[config.mk]
export PLATFORM = sky130hd
export DESIGN_NAME = disp_sr_mc
export DESIGN_NICKNAME = d
export VERILOG_FILES = /design/src/rtl/disp_pkg.sv /design/src/rtl/util_pkg.sv /design/src/rtl/delay.sv /design/src/rtl/disp_sr_mc.sv
export SDC_FILE = /design/constraint.sdc
export NUM_CORES = 1
export LEC_CHECK = 0
export CAP_MARGIN = 20
export CORE_MARGIN = 1.5
export CORE_UTILIZATION = 35
export DETAILED_ROUTE_END_ITERATION = 10
export HOLD_SLACK_MARGIN = 0.15
export PLACE_DENSITY = 0.65
export SYNTH_ARGS = -nofsm -noshare
export SYNTH_HDL_FRONTEND = slang
export SYNTH_HIERARCHICAL = 1
export SYNTH_SLANG_ARGS = --single-unit
[constraint.sdc]
create_clock -name clk -period 2.85 [get_ports clk]
set_clock_uncertainty 0.1 [all_clocks]
set_input_delay 0.4275 -clock clk [delete_from_list [all_inputs] [get_ports clk]]
set_output_delay 0.4275 -clock clk [all_outputs]
set_load 0.01 [all_outputs]
[src/rtl/disp_pkg.sv]
`default_nettype none
// ============================================================================
//  Module   : disp_pkg
//  Brief    : Types, constants and helpers for the display shift-register
//             driver.
//  Revision : 1.0 - initial release
// ============================================================================
package disp_pkg;

    localparam int LAT_CNT_W      = 4;
    localparam int CHAIN_MAX_BITS = 1024;

    typedef enum logic [2:0] {
        IDLE       = 3'd0,
        LOAD       = 3'd1,
        SHIFT_LO   = 3'd2,
        SHIFT_HI   = 3'd3,
        LATCH      = 3'd4,
        LATCH_HOLD = 3'd5
    } disp_state_t;

    // Reverses the low nbits of a chain; bits at and above nbits return 0.
    function automatic logic [CHAIN_MAX_BITS-1:0] chain_reverse(
        input logic [CHAIN_MAX_BITS-1:0] chain,
        input int                        nbits
    );
        logic [CHAIN_MAX_BITS-1:0] r;
        r = '0;
        for (int i = 0; i < CHAIN_MAX_BITS; i++) begin
            if (i < nbits) begin
                r[i] = chain[nbits-1-i];
            end
        end
        return r;
    endfunction

endpackage
`default_nettype wire

[src/rtl/util_pkg.sv]
`default_nettype none
// ============================================================================
//  Module   : util_pkg
//  Brief    : Shared elaboration-time helpers.
//  Revision : 1.0 - initial release
// ============================================================================
package util_pkg;

    // Ceiling log2 for sizing counters and indices; clog2(1) = 0.
    function automatic int clog2(input int value);
        int r;
        r = 0;
        while ((1 << r) < value) begin
            r = r + 1;
        end
        return r;
    endfunction

endpackage
`default_nettype wire

[src/rtl/delay.sv]
`default_nettype none
// ============================================================================
//  Module   : delay
//  Brief    : Fixed-latency register pipeline, cleared by asynchronous reset.
//  Revision : 1.0 - initial release
// ============================================================================
module delay #(
    parameter int SIZE   = 1,
    parameter int CYCLES = 1
) (
    input  logic            clk,
    input  logic            rst_n,
    input  logic [SIZE-1:0] din,
    output logic [SIZE-1:0] dout
);

    logic [SIZE-1:0] r_stage [CYCLES];

    // First stage captures the input.
    always_ff @(posedge clk or negedge rst_n) begin
        if (!rst_n) begin
            r_stage[0] <= '0;
        end else begin
            r_stage[0] <= din;
        end
    end

    genvar i;
    generate
        for (i = 1; i < CYCLES; i++) begin : g_stage
            // Each further stage adds one clk of latency.
            always_ff @(posedge clk or negedge rst_n) begin
                if (!rst_n) begin
                    r_stage[i] <= '0;
                end else begin
                    r_stage[i] <= r_stage[i-1];
                end
            end
        end
    endgenerate

    assign dout = r_stage[CYCLES-1];

endmodule
`default_nettype wire

[src/rtl/disp_sr_mc.sv]
`default_nettype none
// ============================================================================
//  Module   : disp_sr_mc
//  Brief    : Multi-channel display shift-register driver. Double-buffered
//             frame store, NCHAN serial chains sharing one sclk and latch,
//             paced by external tick / frame_start strobes.
//  Revision : 1.0 - initial release
// ============================================================================
module disp_sr_mc
    import util_pkg::*;
    import disp_pkg::*;
#(
    parameter int NCHAN     = 1,
    parameter int NBITS     = 256,
    parameter int MSB_FIRST = 1,
    parameter int LAT_TICKS = 1
) (
    input  logic                   clk,
    input  logic                   rst_n,
    input  logic                   frame_start,
    input  logic                   tick,
    input  logic [NCHAN*NBITS-1:0] data_in,
    input  logic                   data_valid,
    output logic                   data_ready,
    output logic                   busy,
    output logic                   frame_done,
    output logic                   overrun,
    output logic                   disp_sclk,
    output logic                   disp_lat,
    output logic [NCHAN-1:0]       disp_sin
);

    localparam int                   c_BIT_W    = clog2(NBITS);
    localparam int                   c_W        = NCHAN * NBITS;
    localparam logic [c_BIT_W-1:0]   c_LAST_BIT = c_BIT_W'(NBITS - 1);
    localparam logic [LAT_CNT_W-1:0] c_LAST_LAT = LAT_CNT_W'(LAT_TICKS - 1);

    disp_state_t            r_state;
    disp_state_t            w_state_next;

    logic [c_W-1:0]         r_shadow;
    logic [c_W-1:0]         r_active;
    logic [c_W-1:0]         r_shift;
    logic [c_W-1:0]         w_load_val;
    logic [c_W-1:0]         w_shifted;
    logic                   r_shadow_full;

    logic [c_BIT_W-1:0]     r_bit_cnt;
    logic [LAT_CNT_W-1:0]   r_lat_cnt;

    logic                   r_sclk;
    logic                   r_lat;
    logic [NCHAN-1:0]       r_sin;
    logic [NCHAN-1:0]       w_head;
    logic                   r_frame_done;
    logic                   r_overrun;
    logic [NCHAN+1:0]       w_out;

    logic                   w_xfer;
    logic                   w_promote;
    logic                   w_do_load;
    logic                   w_do_lo;
    logic                   w_do_hi;
    logic                   w_do_latch;
    logic                   w_do_hold;
    logic                   w_lat_end;
    logic                   w_last_bit;

    assign data_ready = !r_shadow_full;
    assign busy       = (r_state != IDLE);
    assign frame_done = r_frame_done;
    assign overrun    = r_overrun;
    assign w_xfer     = data_valid && !r_shadow_full;
    assign w_last_bit = (r_bit_cnt == c_LAST_BIT);

    // Per-chain views: head bit, one-step shift, and load image (reversed
    // when the chain is sent LSB first so the shifter always drains the MSB).
    genvar c;
    generate
        for (c = 0; c < NCHAN; c++) begin : g_chain
            assign w_head[c] = r_shift[c*NBITS + NBITS-1];
            assign w_shifted[c*NBITS +: NBITS] = {r_shift[c*NBITS +: NBITS-1], 1'b0};
            if (MSB_FIRST != 0) begin : g_msb
                assign w_load_val[c*NBITS +: NBITS] = r_active[c*NBITS +: NBITS];
            end else begin : g_lsb
                assign w_load_val[c*NBITS +: NBITS] =
                    NBITS'(chain_reverse(CHAIN_MAX_BITS'(r_active[c*NBITS +: NBITS]), NBITS));
            end
        end
    endgenerate

    // State register.
    always_ff @(posedge clk or negedge rst_n) begin
        if (!rst_n) begin
            r_state <= IDLE;
        end else begin
            r_state <= w_state_next;
        end
    end

    // Next-state decode and per-state action strobes.
    always_comb begin
        w_state_next = r_state;
        w_promote    = 1'b0;
        w_do_load    = 1'b0;
        w_do_lo      = 1'b0;
        w_do_hi      = 1'b0;
        w_do_latch   = 1'b0;
        w_do_hold    = 1'b0;
        w_lat_end    = 1'b0;
        case (r_state)
            IDLE: begin
                if (frame_start) begin
                    w_promote    = r_shadow_full;
                    w_state_next = LOAD;
                end
            end
            LOAD: begin
                w_do_load    = 1'b1;
                w_state_next = SHIFT_LO;
            end
            SHIFT_LO: begin
                if (tick) begin
                    w_do_lo      = 1'b1;
                    w_state_next = SHIFT_HI;
                end
            end
            SHIFT_HI: begin
                if (tick) begin
                    w_do_hi      = 1'b1;
                    w_state_next = w_last_bit ? LATCH : SHIFT_LO;
                end
            end
            LATCH: begin
                if (tick) begin
                    w_do_latch   = 1'b1;
                    w_state_next = LATCH_HOLD;
                end
            end
            LATCH_HOLD: begin
                if (tick) begin
                    w_do_hold = 1'b1;
                    if (r_lat_cnt == c_LAST_LAT) begin
                        w_lat_end    = 1'b1;
                        w_state_next = IDLE;
                    end
                end
            end
            default: begin
                w_state_next = IDLE;
            end
        endcase
    end

    // Frame store: promote shadow at frame start, then accept a new transfer.
    always_ff @(posedge clk or negedge rst_n) begin
        if (!rst_n) begin
            r_shadow      <= '0;
            r_active      <= '0;
            r_shadow_full <= 1'b0;
        end else begin
            if (w_promote) begin
                r_active      <= r_shadow;
                r_shadow_full <= 1'b0;
            end
            if (w_xfer) begin
                r_shadow      <= data_in;
                r_shadow_full <= 1'b1;
            end
        end
    end

    // Shift register and bit / latch-width counters.
    always_ff @(posedge clk or negedge rst_n) begin
        if (!rst_n) begin
            r_shift   <= '0;
            r_bit_cnt <= '0;
            r_lat_cnt <= '0;
        end else begin
            if (w_do_load) begin
                r_shift <= w_load_val;
            end else if (w_do_hi) begin
                r_shift <= w_shifted;
            end
            if (w_do_hi) begin
                r_bit_cnt <= w_last_bit ? '0 : r_bit_cnt + 1'b1;
            end
            if (w_do_latch) begin
                r_lat_cnt <= '0;
            end else if (w_do_hold) begin
                r_lat_cnt <= r_lat_cnt + 1'b1;
            end
        end
    end

    // Internal pin levels plus the done / overrun pulses.
    always_ff @(posedge clk or negedge rst_n) begin
        if (!rst_n) begin
            r_sclk       <= 1'b0;
            r_lat        <= 1'b0;
            r_sin        <= '0;
            r_frame_done <= 1'b0;
            r_overrun    <= 1'b0;
        end else begin
            if (w_do_lo) begin
                r_sin  <= w_head;
                r_sclk <= 1'b0;
            end
            if (w_do_hi) begin
                r_sclk <= 1'b1;
            end
            if (w_do_latch) begin
                r_sclk <= 1'b0;
                r_lat  <= 1'b1;
                r_sin  <= '0;
            end
            if (w_lat_end) begin
                r_lat <= 1'b0;
            end
            r_frame_done <= w_lat_end;
            r_overrun    <= frame_start && (r_state != IDLE);
        end
    end

    // Pin stage: one flop between the internal levels and the display pins.
    delay #(
        .SIZE   (NCHAN + 2),
        .CYCLES (1)
    ) u_out_stage (
        .clk   (clk),
        .rst_n (rst_n),
        .din   ({r_lat, r_sclk, r_sin}),
        .dout  (w_out)
    );

    assign disp_lat  = w_out[NCHAN+1];
    assign disp_sclk = w_out[NCHAN];
    assign disp_sin  = w_out[NCHAN-1:0];

endmodule
`default_nettype wire

# Yosys cells after proc, flatten, opt, wreduce, memory -nomap -nowiden
# Cells that the tools add are included.
# word_totals
reg_bits,792
latchBits,0
ramBits,0
mem_bits_ro,0
input_bits,261
out_inout_bits,7
wordCells,73
memories,0
# op_classes
addsub,2
n_mul,0
div_mod_pow,0
n_lt_le_gt_ge,0
n_eq_ne,12
n_shift,0
muxes,33
n_bitwise,0
n_reduce_logical,13
# op_table
operator,n
256-bit two-way mux,2
3-bit two-way mux,7
1-bit two-way mux,20
3-bit case mux with 6 select lines,1
2-bit inequality test (second input constant),6
2-bit nonzero test,5
8-bit by 1-bit adder with 8-bit output (second input constant),1
8-bit equality test (second input constant),1
4-bit two-way mux,2
8-bit two-way mux,1
3-bit by 2-bit equality test with 1-bit output (second input constant),2
3-bit equality test (second input constant),2
6-bit AND reduction,1
3-bit nonzero test,2
4-bit by 1-bit adder with 4-bit output (second input constant),1
4-bit logical NOT,1
3-bit by 1-bit equality test with 1-bit output (second input constant),1
3-bit logical NOT,1
1-bit logical AND,2
1-bit logical NOT,1

# Logic depth before layout (Yosys ltp)
# Gate-level depths: netlist (run 1).
# depth
word_depth,5
ltp_mapped,7
ltp_nobuf,5

# By module
# The synthesis (run 1) kept the hierarchy.
# modules_own_cells
module,instances,cells_per_inst,area_each_um2,seq_area_each_um2
disp_sr_mc,1,2590,32478.6,19743.9
delay,1,3,75.1,75.1

# Least setup slack after synthesis (run 1)
# Ideal clock, no wire load.
# synth_path
path_type,reg2reg
startpoint,register r_state[0]
endpoint,register r_active[100]
arrival_ns,1.692
required_ns,2.625
setup_slack_ns,0.932
stages_incl_launch_ff,7
n_path_buf,3
cell_sequence,dfrtp_1 > buf_6 > or3_4 > nor2_8 > buf_12 > buf_12 > mux2_4
# synth_via
elab_chain_len,2
# synth_lines
item,line_no,source
start: declaration,disp_sr_mc.sv:38,disp_state_t r_state;
start signal: assignment,disp_sr_mc.sv:97,r_state <= w_state_next;
3-bit logical NOT,disp_sr_mc.sv:111,case (r_state)
1-bit two-way mux,disp_sr_mc.sv:111,
end signal: assignment,disp_sr_mc.sv:163,r_active <= r_shadow;
end: declaration,disp_sr_mc.sv:42,logic [c_W-1:0] r_active;
# Every way passes these cells.
# A chain may end at the register's enable or synchronous reset.

# Final worst setup path (run 1)
# layout_path
startpoint,register r_state[1]
endpoint,output port busy
# layout_via
elab_chain_len,1
# layout_lines
item,line_no,source
3-bit nonzero test,disp_sr_mc.sv:70,assign busy = (r_state != IDLE);
end: declaration,disp_sr_mc.sv:25,"output logic busy,"
# Every way passes these cells.

==> flow_metrics.py, run 1 <==
metrics = {
    "timing": {
        "setup_tns_ps": 0,
        "setup_slack_ps": 287,
        "tightest_slew_ps": 737,
        "fin_crit_sh_pct": 89.9,
        "max_freq_mhz": 390,
        "slew_headroom_pct": 50.8,
        "grt_setup_unrepaired": "false",
        "fin_crit_ps": 2560,
        "hold_viol": 0,
        "finalSetupViolCount": 0,
        "drv_slew": 0,
    },
    "worst_setup_path": {
        "critPathRequiredTime_ps": 2320,
        "cp-end-kind": "output port",
        "reg2reg_slack_ps": 650,
        "worstPathMaxFanout": 3,
        "crit_path_start_kind": "register",
        "crit_type": "reg -> out",
        "cp.arrival_ps": 2040,
    },
    "grt": {
        "grt_max_degree": 107,
        "grt_usage_pct": 14.6,
        "grt_pass1_wl_um": 112000,
        "first_global_vias": 20760,
        "grt_overflow": 0,
        "grt_antenna_before_repair": 3,
    },
    "cts": {
        "cts_sinks": 792,
        "cts_root_buf": "clkbuf_16",
        "postCtsHoldBufs": 1,
        "cts_buffer_depth": 3,
        "clock_latency_ps": 650,
        "cts_buffers": 87,
        "path_clk_slew_ps": 60,
        "cts_setup_buffers": 0,
        "h-tree-depth": 3,
        "cts_resized": 0,
        "cts_tree": "built",
    },
    "route": {
        "via_per_inst": 4.80,
        "ant_nets": 0,
        "wl_per_cell_um": 16.2,
        "drt_iter0_drc": 1327,
        "drt-pass1-iter-count": 5,
        "vias": 20140,
        "drt_wl_total_um": 68000,
        "drc": 0,
    },
    "placed_design": {
        "dp_hpwl_um": 44100,
        "port_buffers": 267,
        "place_area_sq_um": 37000,
        "dp_slack_ps": 421,
        "place_congestion": 0.748,
    },
    "floorplanning": {
        "initial_core_util_pct": 35.4,
        "die-area_sq_um": 94800,
        "rows": 111,
        "coreArea_sq_um": 91900,
        "floorplan.io_pins": 268,
        "die-width_um": 308,
        "die_h_um": 308,
    },
    "final_layout": {
        "fin_nets": 3149,
        "syn2layout_area_growth_pct": 22.7,
        "nFillCells": 8408,
        "drive_gt1_share_pct": 24.8,
        "post-route-util_pct": 43.5,
        "post-route-cell-area_sq_um": 39900,
    },
    "yosys": {
        "synth_area_leader_cell": "dfrtp_1",
        "syn_area_per_cell_sq_um": 12.6,
        "synth.top_cell.area_share_pct": 60.9,
        "synthFlopType": "dfrtp_1",
        "yosys.cell_types.count": 46,
        "ys_top_cells_by_area": "dfrtp_1 (61%), mux2_2 (9.8%), mux2_4 (9.2%), nand2_1 (6.1%), a31oi_1 (4.9%)",
        "synth_warnings": 6,
        "syn_inst": 2593,
        "synth_edf_count": 0,
        "netlist_area_sq_um": 32600,
        "async_flop_share_pct": 100,
        "ys_seq_area_share_pct": 60.9,
        "syn-num-nets": 2857,
        "synth-seq-cells": 792,
    },
    "hold_path": {
        "hp-class": "in -> reg",
    },
    "power_and_ir_drop": {
        "ir_drop_mv": 0.575,
        "p_per_area_nw_per_um2": 796,
        "p_leak_nw": 18.0,
    },
    "run_status": {
        "status": "finished, final reports clean",
    },
    "run": {
        "drv_cap": 0,
    },
}
[worst max-delay path, cell delays in order, from the launching register on]
cell and delay, ps:
dfrtp_1 380, or3_4 470, clkdlybuf4s50_1 520
[state kept, by name, summed over array words and instances, names as in the netlist]
register,cells
frame_done,1
overrun,1
r_active,256
r_bit_cnt,8
r_lat,1
r_lat_cnt,4
r_sclk,1
r_shadow,256
r_shadow_full,1
r_shift,256
r_sin,1
r_state,3
u_out_stage/dout,3
[cell type report]
| class | instances | area, sq um | share of cell area [%] |
|---|---|---|---|
| clock buffers | 130 | 2550 | 6.39 |
| flip-flops and latches | 792 | 19800 | 49.6 |
| multi-input cells | 1619 | 11600 | 28.9 |
| repair buffers | 380 | 4050 | 10.1 |
| clock inverters | 25 | 393 | 0.983 |
| inverters | 5 | 18.8 | 0.0470 |
| well taps | 1243 | 1560 | 3.89 |
| diodes | 2 | 5.00 | 0.0125 |
[stage by stage]
step           cells  total power [mW]  hold slack (ps)
2_1_floorplan   2593              18.3             31.9
3_3_place_gp    4038              20.3              286
3_5_place_dp    4038              20.5              292
4_1_cts         4194              32.2              229
5_1_grt         4195              33.4              250
6_report        4196              31.8              286
[Yosys cell counts, drive strengths merged, types with 2 or more instances]
cell / instances
o21ai: 11
nand2: 528
a31oi: 255
xor2: 2
or4: 2
nor2b: 4
a21oi: 3
buf: 121
a22o: 4
nand3: 8
nor2: 260
ha: 3
mux2: 512
nand4: 2
clkbuf: 56
or3: 2
inv: 5
nand2b: 3
xnor2: 2
dfrtp: 792
[path summary, 6_finish.rpt]
| check | start | cells past startpoint | endpoint |
|---|---|---|---|
| hold / removal | data_in[183] | 2 | r_shadow[183] |
| setup reg to reg | r_state[0] | 6 | r_shift[89] |
| setup / recovery | r_state[1] | 2 | busy |
| max in group asynchronous | rst_n | 3 | r_active[30] |
| min in group asynchronous | rst_n | 2 | r_shadow[243] |
| hold reg to reg | r_lat | 0 | u_out_stage/dout[2] |
[cell usage in the layout (no fill, tap or decap), drive strengths merged, types with 3 or more instances in the layout]
cell type,n
a21oi,3
a22o,4
a31oi,255
buf,113
bufinv,9
clkbuf,130
clkdlybuf4s50,266
clkinv,13
dfrtp,792
ha,3
inv,6
mux2,512
nand2,528
nand2b,3
nand3,8
nor2,260
nor2b,4
o21ai,11
[cells by family (layout without fill, tap and decap cells)]
kind of cell,after synthesis,in the layout,synth area share [%]
compound gates,281,281,5.42
xor+xnor,4,4,0.108
fa+ha+maj,3,3,0.115
buf+inv,182,540,3.67
flops,792,792,60.9
mux,512,512,20.0
other cells,0,2,0
simple gates,819,819,9.79
[routing by layer]
| metal | up-vias | GRT usage, % | part of all wire [%] |
|---|---|---|---|
| met3 | 104 | 2.71 | 3.7 |
| met5 | - | 0 | 0.010 |
| met4 | 2 | 4.69 | 2.4 |
| met1 | 10243 | 20.0 | 47 |
| met2 | 317 | 23.2 | 47 |
| li1 | 9474 | - | - |
[where the power goes]
group          internal [mW]  switching (mW)
Sequential              13.8            1.57
Combinational           2.86            2.04
Clock                   6.99            4.56
Note: power is estimated with default switching activity, not from simulation.
==> run 2: changes to the inputs <==
- DONT_BUFFER_PORTS: not set -> 1
- PLACE_DENSITY: 0.65 -> 0.61
- RECOVER_POWER: not set -> 50
==> flow_metrics.py, run 2 (synthesis gave the netlist of run 1 again) <==
metrics = {
    "placed_design": {
        "port_buffers": 0,
        "dp_hpwl_um": 39300,
        "place_congestion": 0.717,
        "dp_slack_ps": 505,
    },
    "timing": {
        "fin_crit_sh_pct": 92.8,
        "tightest_slew_ps": 1780,
        "fin_crit_ps": 2650,
        "finalSetupViolCount": 0,
        "grt_setup_unrepaired": "false",
        "max_freq_mhz": 378,
        "setup_slack_ps": 205,
        "setup_tns_ps": 0,
        "hold_viol": 193,
        "slew_headroom_pct": -18.5,
        "hold_slack_ps": -615,
        "drv_slew": 194,
    },
    "route": {
        "drt_wl_total_um": 67300,
        "drt-pass1-iter-count": 6,
        "vias": 19663,
        "wl_per_cell_um": 16.3,
        "ant_nets": 0,
        "via_per_inst": 4.75,
        "drc": 0,
        "drt_iter0_drc": 1612,
    },
    "final_layout": {
        "num_antenna_cells": 0,
        "nFillCells": 8470,
        "most-common-layout-cells": "dfrtp_1 (792), nand2_1 (528), mux2_2 (282), nor2_1 (260), dlygate4sd3_1 (259)",
        "post-route-util_pct": 42.7,
        "biggestRegsByFlops": "r_active: 256 flops, r_shadow: 256 flops, r_shift: 256 flops",
        "multiInputGateArea_sq_um": 11500,
        "fin_nets": 3093,
        "syn2layout_area_growth_pct": 20.5,
        "drive_gt1_share_pct": 23.6,
        "register_area_sq_um": 19800,
        "final_common_cell": "dfrtp_1",
    },
    "worst_setup_path": {
        "crit_top_cell": "buf_12",
        "rr_endpoint": "r_active[112]",
        "cp_cell_sequence": "or3_1 > nor2_1 > buf_12 > buf_12 > mux2_4",
        "rr_worst_depth": 5,
        "critical_path_depth": 5,
        "critical_path.slowest_cell": "or3_1",
        "critical-path-top-delay-family": "simple AND/OR/NAND/NOR gates",
        "crit_start": "r_state[1]",
        "crit_path_start_kind": "register",
        "crit_buf_inv": 2,
        "reg2reg_slack_ps": 200,
        "rr_startpoint": "r_state[1]",
        "cp-end-kind": "register",
        "crit_path_max_incr_delay_ps": 570,
        "cp.arrival_ps": 3050,
        "crit_end": "r_active[112]",
        "worstPathMaxFanout": 34,
        "crit_type": "reg -> reg",
        "critPathRequiredTime_ps": 3260,
    },
    "cts": {
        "cts_sinks": 792,
        "clock_latency_ps": 640,
        "cts_setup_buffers": 0,
        "postCtsHoldBufs": 259,
        "cts_resized": 0,
        "cts_buffer_depth": 3,
        "cts_buffers": 88,
        "cts_root_buf": "clkbuf_16",
        "path_clk_slew_ps": 60,
        "cts_tree": "built",
        "h-tree-depth": 3,
    },
    "run": {
        "drv_cap": 1,
    },
    "grt": {
        "grt_usage_pct": 14.2,
        "grt_antenna_before_repair": 1,
        "grt_overflow": 0,
        "first_global_vias": 19938,
        "grt_max_degree": 793,
        "grt_pass1_wl_um": 110000,
    },
    "floorplanning": {
        "die_h_um": 308,
        "floorplan.io_pins": 268,
        "rows": 111,
        "die-area_sq_um": 94800,
        "coreArea_sq_um": 91900,
        "initial_core_util_pct": 35.4,
        "die-width_um": 308,
    },
    "hold_path": {
        "hp-class": "in -> async",
    },
    "power_and_ir_drop": {
        "ir_drop_mv": 0.573,
        "p_leak_nw": 17.7,
        "p_per_area_nw_per_um2": 805,
    },
    "run_status": {
        "status": "finished with violations",
        "failed_checks": "negative hold slack, max-capacitance violations, max-slew violations",
    },
}
[run 2: cell count changes in the layout (fill, tap and decap cells not counted), sizes merged]
cell,change
clkdlybuf4s50,-266
dlygate4sd3,+258
buf,-59
clkbuf,+7
clkinvlp,+5
inv,+3
clkinv,-2
diode,-2
bufinv,-1
[run 2: layer usage]
layer / vias to the layer above / track usage (%) / part of all wire, % / routed length (um)
met3: 106 / 2.71 / 3.6 / 2400
li1: 9339 / - / - / -
met5: - / 0 / 0 / 0
met2: 305 / 22.2 / 47 / 31600
met4: 0 / 4.57 / 2.3 / 1550
met1: 9913 / 19.9 / 47 / 31700
[run 2: worst min path at each step]
stage | depth (start not counted) | from | slack [ps] | to
floorplan | 0 | rst_n | 30 | frame_done
global placement | 0 | rst_n | 60 | r_shadow[249]
detailed placement | 0 | rst_n | 60 | r_shadow[248]
CTS | 0 | rst_n | -650 | r_shadow[248]
global route | 0 | rst_n | -670 | r_shadow[242]
finish | 0 | rst_n | -620 | r_shadow[242]
[run 2: worst reg2reg max path, cell delays in order, from the launching register on]
cell and delay (ps):
dfrtp_1 500, or3_1 570, nor2_1 370, buf_12 270, buf_12 350, mux2_4 370
[run 2: final cells by class]
class                           instances  share of cell area, %
Tap cell                             1243                   3.96
Inverter                                5                 0.0478
Sequential cell                       792                   50.5
Multi-Input combinational cell       1619                   29.4
Timing Repair Buffer                  323                   8.51
Clock inverter                         30                   1.03
Clock buffer                          127                   6.58
[run 2: per-stage QoR]
step / hold WS (ps) / power (mW) / area [sq um] / std cells
floorplan: 31.9 / 18.3 / 32600 / 2593
global placement: 56.9 / 19.5 / 33600 / 3719
detailed placement: 55.8 / 19.7 / 33600 / 3719
CTS: -652 / 31.8 / 39200 / 4135
global route: -667 / 33.2 / 39200 / 4139
finish: -615 / 31.6 / 39200 / 4139
[run 2: power by group]
part	switching [mW]	leakage (nW)	internal (mW)
combinational	1.93	6.06	2.56
sequential	1.68	10.2	13.8
clock	4.62	1.45	7.02
